**src/rtl/im_prefetch_queue.sv**
```systemverilog
// Instruction prefetch queue: streams sequential SRAM reads into a DEPTH-entry {pc, inst} FIFO.
// Define IMPQ_BYPASS_EN to forward a response straight to the fetch stage when the queue is empty.
module im_prefetch_queue #(
  parameter int unsigned DEPTH    = 4,
  parameter logic [15:0] RESET_PC = 16'h0000
) (
  input  logic        clk,
  input  logic        rst,
  input  logic        redirect_valid,
  input  logic [15:0] redirect_pc,
  input  logic        if_ready,
  output logic        if_valid,
  output logic [15:0] if_pc,
  output logic [31:0] if_inst,
  output logic        im_ceb,
  output logic [15:0] im_addr,
  input  logic [31:0] im_rdata
);

  localparam int unsigned AW = $clog2(DEPTH);
  localparam int unsigned CW = AW + 1;

  logic [15:0]   pc_mem_q   [DEPTH];
  logic [31:0]   inst_mem_q [DEPTH];

  logic [AW-1:0] rd_ptr_q, rd_ptr_d;
  logic [AW-1:0] wr_ptr_q, wr_ptr_d;
  logic [CW-1:0] count_q, count_d;
  logic [15:0]   fetch_pc_q, fetch_pc_d;
  logic          inflight_q, inflight_d;
  logic [15:0]   inflight_pc_q, inflight_pc_d;
  logic          drop_q, drop_d;

  logic redir, credit, issue, resp, head_valid, push, pop;

  // Combinational outputs are gated by rst so the SRAM sees no strobe while in reset.
  assign redir      = redirect_valid & rst;
  assign credit     = (count_q + CW'(inflight_q)) < CW'(DEPTH);
  assign issue      = rst & (redir | credit);
  assign im_ceb     = ~issue;
  assign im_addr    = redir ? {redirect_pc[15:2], 2'b00} : fetch_pc_q;
  assign resp       = inflight_q & ~drop_q & ~redir;
  assign head_valid = (count_q != '0);
  assign pop        = head_valid & if_ready & ~redir;

`ifdef IMPQ_BYPASS_EN
  logic byp;
  assign byp      = resp & ~head_valid;
  assign push     = resp & ~(byp & if_ready);
  assign if_valid = head_valid | byp;
  assign if_pc    = head_valid ? pc_mem_q[rd_ptr_q]   : (byp ? inflight_pc_q : '0);
  assign if_inst  = head_valid ? inst_mem_q[rd_ptr_q] : (byp ? im_rdata      : '0);
`else
  assign push     = resp;
  assign if_valid = head_valid;
  assign if_pc    = head_valid ? pc_mem_q[rd_ptr_q]   : '0;
  assign if_inst  = head_valid ? inst_mem_q[rd_ptr_q] : '0;
`endif

  always_comb begin
    fetch_pc_d    = issue ? im_addr + 16'd4 : fetch_pc_q;
    inflight_d    = issue;
    inflight_pc_d = issue ? im_addr : inflight_pc_q;
    drop_d        = ~issue;
    rd_ptr_d      = rd_ptr_q;
    wr_ptr_d      = wr_ptr_q;
    count_d       = count_q;
    if (redir) begin
      rd_ptr_d = '0;
      wr_ptr_d = '0;
      count_d  = '0;
    end else begin
      if (push) wr_ptr_d = wr_ptr_q + AW'(1);
      if (pop)  rd_ptr_d = rd_ptr_q + AW'(1);
      count_d = count_q + CW'(push) - CW'(pop);
    end
  end

  always_ff @(posedge clk or negedge rst) begin
    if (!rst) begin
      rd_ptr_q      <= '0;
      wr_ptr_q      <= '0;
      count_q       <= '0;
      fetch_pc_q    <= RESET_PC;
      inflight_q    <= 1'b0;
      inflight_pc_q <= '0;
      drop_q        <= 1'b1;
    end else begin
      rd_ptr_q      <= rd_ptr_d;
      wr_ptr_q      <= wr_ptr_d;
      count_q       <= count_d;
      fetch_pc_q    <= fetch_pc_d;
      inflight_q    <= inflight_d;
      inflight_pc_q <= inflight_pc_d;
      drop_q        <= drop_d;
    end
  end

  // Storage needs no reset: entries are only visible when count says so.
  always_ff @(posedge clk) begin
    if (push) begin
      pc_mem_q[wr_ptr_q]   <= inflight_pc_q;
      inst_mem_q[wr_ptr_q] <= im_rdata;
    end
  end

endmodule

```
**config.mk**
```make
export PLATFORM = sky130hd
export DESIGN_NAME = im_prefetch_queue
export DESIGN_NICKNAME = d
export VERILOG_FILES = /design/src/rtl/im_prefetch_queue.sv
export SDC_FILE = /design/constraint.sdc
export NUM_CORES = 1
export LEC_CHECK = 0
export CAP_MARGIN = 20
export CORE_MARGIN = 4
export CORE_UTILIZATION = 40
export CTS_BUF_LIST = sky130_fd_sc_hd__clkbuf_2 sky130_fd_sc_hd__clkbuf_4 sky130_fd_sc_hd__clkbuf_8
export DETAILED_ROUTE_END_ITERATION = 10
export PLACE_DENSITY = 0.61
export SYNTH_ARGS = -nofsm -noshare
export SYNTH_HDL_FRONTEND = slang
export SYNTH_SLANG_ARGS = --single-unit
```
**constraint.sdc**
```tcl
create_clock -name clk -period 2.85 [get_ports clk]
set_clock_uncertainty 0.05 [all_clocks]
set_input_delay 0.7125 -clock clk [delete_from_list [all_inputs] [get_ports clk]]
set_output_delay 0.7125 -clock clk [all_outputs]
set_load 0.005 [all_outputs]
```
==> impl_metrics.json <==
{
  "gr-total-overflow": 0,
  "synth_seq_area_share_pct": 72.0,
  "max_clock_freq_mhz": 348,
  "netlist_area_sq_mm": 0.00937,
  "netlist_top_cells_count": "edfxtp_1 (192), nand2_1 (67), and2_1 (54)",
  "netlist.area_leader.share_pct": 61.6,
  "clock_sinks": 231,
  "diodes": 0,
  "max-vdd-ir-drop_uv": 440,
  "failed_checks": "negative setup slack",
  "cp_max_fo": 6,
  "max_stage_delay_ns": 0.50,
  "placementRows": 55,
  "drt-pass1-iter-count": 5,
  "grt_pass1_wl_mm": 32.7,
  "post_drt_wl_per_cell_um": 18.5,
  "fin_ws_ns": -0.0209,
  "synthCells": 550,
  "rsz0062_at_grt": "yes",
  "tritoncts": "built",
  "ant_nets": 0,
  "post_dp_cell_area_sq_mm": 0.0114,
  "startpoint_type": "flip-flop",
  "synth.avg_cell_area_sq_um": 17.0,
  "drv_slew": 0,
  "finalHoldViolCount": 0,
  "grt_pass1_vias": 6029,
  "setup_viol": 14,
  "path_buf_inv": 4,
  "clk_latency_ns": 0.52,
  "ys_seq_elements": 231,
  "syn_to_final_growth_pct": 35.8,
  "antenna_found_initial": 0,
  "leakagePower_uw": 0.00478,
  "critical_path.top_delay_family": "buffers and inverters",
  "hpwl_mm": 12.7,
  "htreeDepth": 2,
  "cp.required_ns": 2.09,
  "cts_root_buffer": "clkbuf_8",
  "maxCapViolations": 0,
  "cpMaxStageDelayCell": "dfrtp_4",
  "critPathKind": "reg -> out",
  "r2r_cells": 12,
  "synth_edf_count": 192,
  "rrSetupSlack_ns": 0.25,
  "crit_path_start": "rd_ptr_q[0]",
  "tightest_slew_ns": 0.501,
  "yosysMostFrequentCell": "edfxtp_1",
  "yosysWarnings": 0,
  "status": "finished with violations",
  "grtUsageTotal_pct": 15.9,
  "drt_iter0_drc": 250,
  "design_area_sq_mm": 0.0127,
  "place_congestion": 0.823,
  "p_per_area_mw_per_mm2": 965,
  "wirelength_mm": 20.6,
  "period_share_pct": 101,
  "worstPathArrival_ns": 2.11,
  "r2r-end": "count_q[2]",
  "initial_utilization_pct": 41.0,
  "port_buffers": 115,
  "setup.worst_path.end_class": "output pin",
  "total_power_uw": 12300,
  "layout_min_cycle_time_ns": 2.87,
  "cts_buffers": 39,
  "routed_via_density": 4.96,
  "cts_buffer_depth": 3,
  "yosysTopAreaCell": "edfxtp_1",
  "synthFlopType": "edfxtp_1",
  "drive_gt1_share_pct": 38.8,
  "synth-async-reset-ratio_pct": 16.9,
  "min_path_type": "in -> async",
  "ys_types": 44,
  "die_w_um": 161,
  "vias": 5517,
  "syn_nets": 610,
  "die_area_sq_mm": 0.0259,
  "crit_chain": "buf_12, buf_16, buf_8, mux4_2, and2_4, buf_6",
  "pin_count": 118,
  "slew-limit-headroom_pct": 66.5,
  "finalNetCount": 828,
  "ctsHoldBuffers": 0,
  "utilization_pct": 55.7,
  "core_sq_mm": 0.0228,
  "r2r_start": "count_q[1]",
  "route.detailed.drc": 0,
  "holdWs_ns": 0.228,
  "crit_cells": 6,
  "die_y_um": 161,
  "synthTopCellsByArea": "edfxtp_1 (62%), mux4_2 (12%), dfrtp_1 (10%)",
  "clk_pin_slew_ns": 0.06,
  "grt_max_degree": 45
}
[power by group]
part	internal, uW	leakage (uW)	switching [uW]
clock	1950	0.000460	1250
sequential	4190	0.00223	281
combinational	2800	0.00209	1800
[cell families after synthesis]
logic type      count (synthesis)  synth area share [%]
flops                         231                  72.0
simple gates                  165                  8.98
mux                            55                  12.3
buf+inv                        43                  2.19
compound gates                 37                  2.36
xor+xnor                       11                  1.03
fa+ha+maj                       8                  1.15
[flip-flops by register name, indices dropped and copies added, names as in the netlist]
name / flops
drop_q: 1
count_q: 3
inst_mem_q: 128
rd_ptr_q: 2
wr_ptr_q: 2
inflight_q: 1
pc_mem_q: 64
fetch_pc_q: 16
inflight_pc_q: 14
[area by class of cell]
cell class              instances  area [sq um]
fillers                      1823         10100
flip-flops and latches        231          6750
multi-input cells             277          2540
repair buffers                206          2120
clock buffers                  60           707
well taps                     313           392
clock inverters                12           163
inverters                      13          48.8
[worst max-delay path by stage]
stage | endpoint | slack [ns]
finish | if_inst[15] | -0.02
global route | if_inst[15] | -0.09
CTS | if_inst[15] | -0.08
detailed placement | count_q[2] | -0.28
global placement | im_addr[4] | -0.24
floorplan | count_q[2] | 0.001
[cells in the final DEF, fill, tap and decap left out, drive strengths merged, types with 7 or more instances in the layout]
cell type / netlist / final
nor2: 13 / 13
clkbuf: 15 / 62
clkdlybuf4s50: 0 / 65
o21ai: 20 / 20
dfrtp: 38 / 38
nand2: 68 / 68
inv: 13 / 14
and2: 55 / 56
buf: 15 / 139
edfxtp: 192 / 192
mux4: 48 / 48
ha: 7 / 7
[through the flow]
| step | worst slack [ns] | TNS [ns] | std cells |
|---|---|---|---|
| 6_report | -0.0209 | -0.117 | 1112 |
| 3_5_place_dp | -0.276 | -4.32 | 1004 |
| 3_3_place_gp | -0.241 | -3.57 | 1004 |
| 2_1_floorplan | 0.00120 | 0 | 550 |
| 4_1_cts | -0.0811 | -1.29 | 1106 |
| 5_1_grt | -0.0859 | -1.93 | 1112 |
[worst reg2reg max path: stages, from the launching register on]
cell and delay (ns):
dfrtp_1 0.40, or3_4 0.43, buf_4 0.17, nand2_1 0.08
nor2_1 0.06, ha_1 0.30, inv_1 0.06, ha_1 0.13
inv_1 0.05, fa_1 0.37, xor2_1 0.19, xnor2_1 0.14
nor2_1 0.06
[timing repair]
item	in CTS	in global routing
gates cloned	4	1
setup buffers	27	5
endpoints found under the setup margin	65	43
resized for setup	264	24
pin swaps	21	15
[routing by layer]
| metal | global-route usage (%) | up-vias | share of wire [%] |
|---|---|---|---|
| met4 | 4.65 | 0 | 1.4 |
| met5 | 0 | - | 0 |
| met3 | 3.50 | 25 | 5.2 |
| li1 | - | 2526 | - |
| met2 | 27.5 | 168 | 51 |
| met1 | 20.4 | 2798 | 42 |
Note: power is estimated with default switching activity, not from simulation.
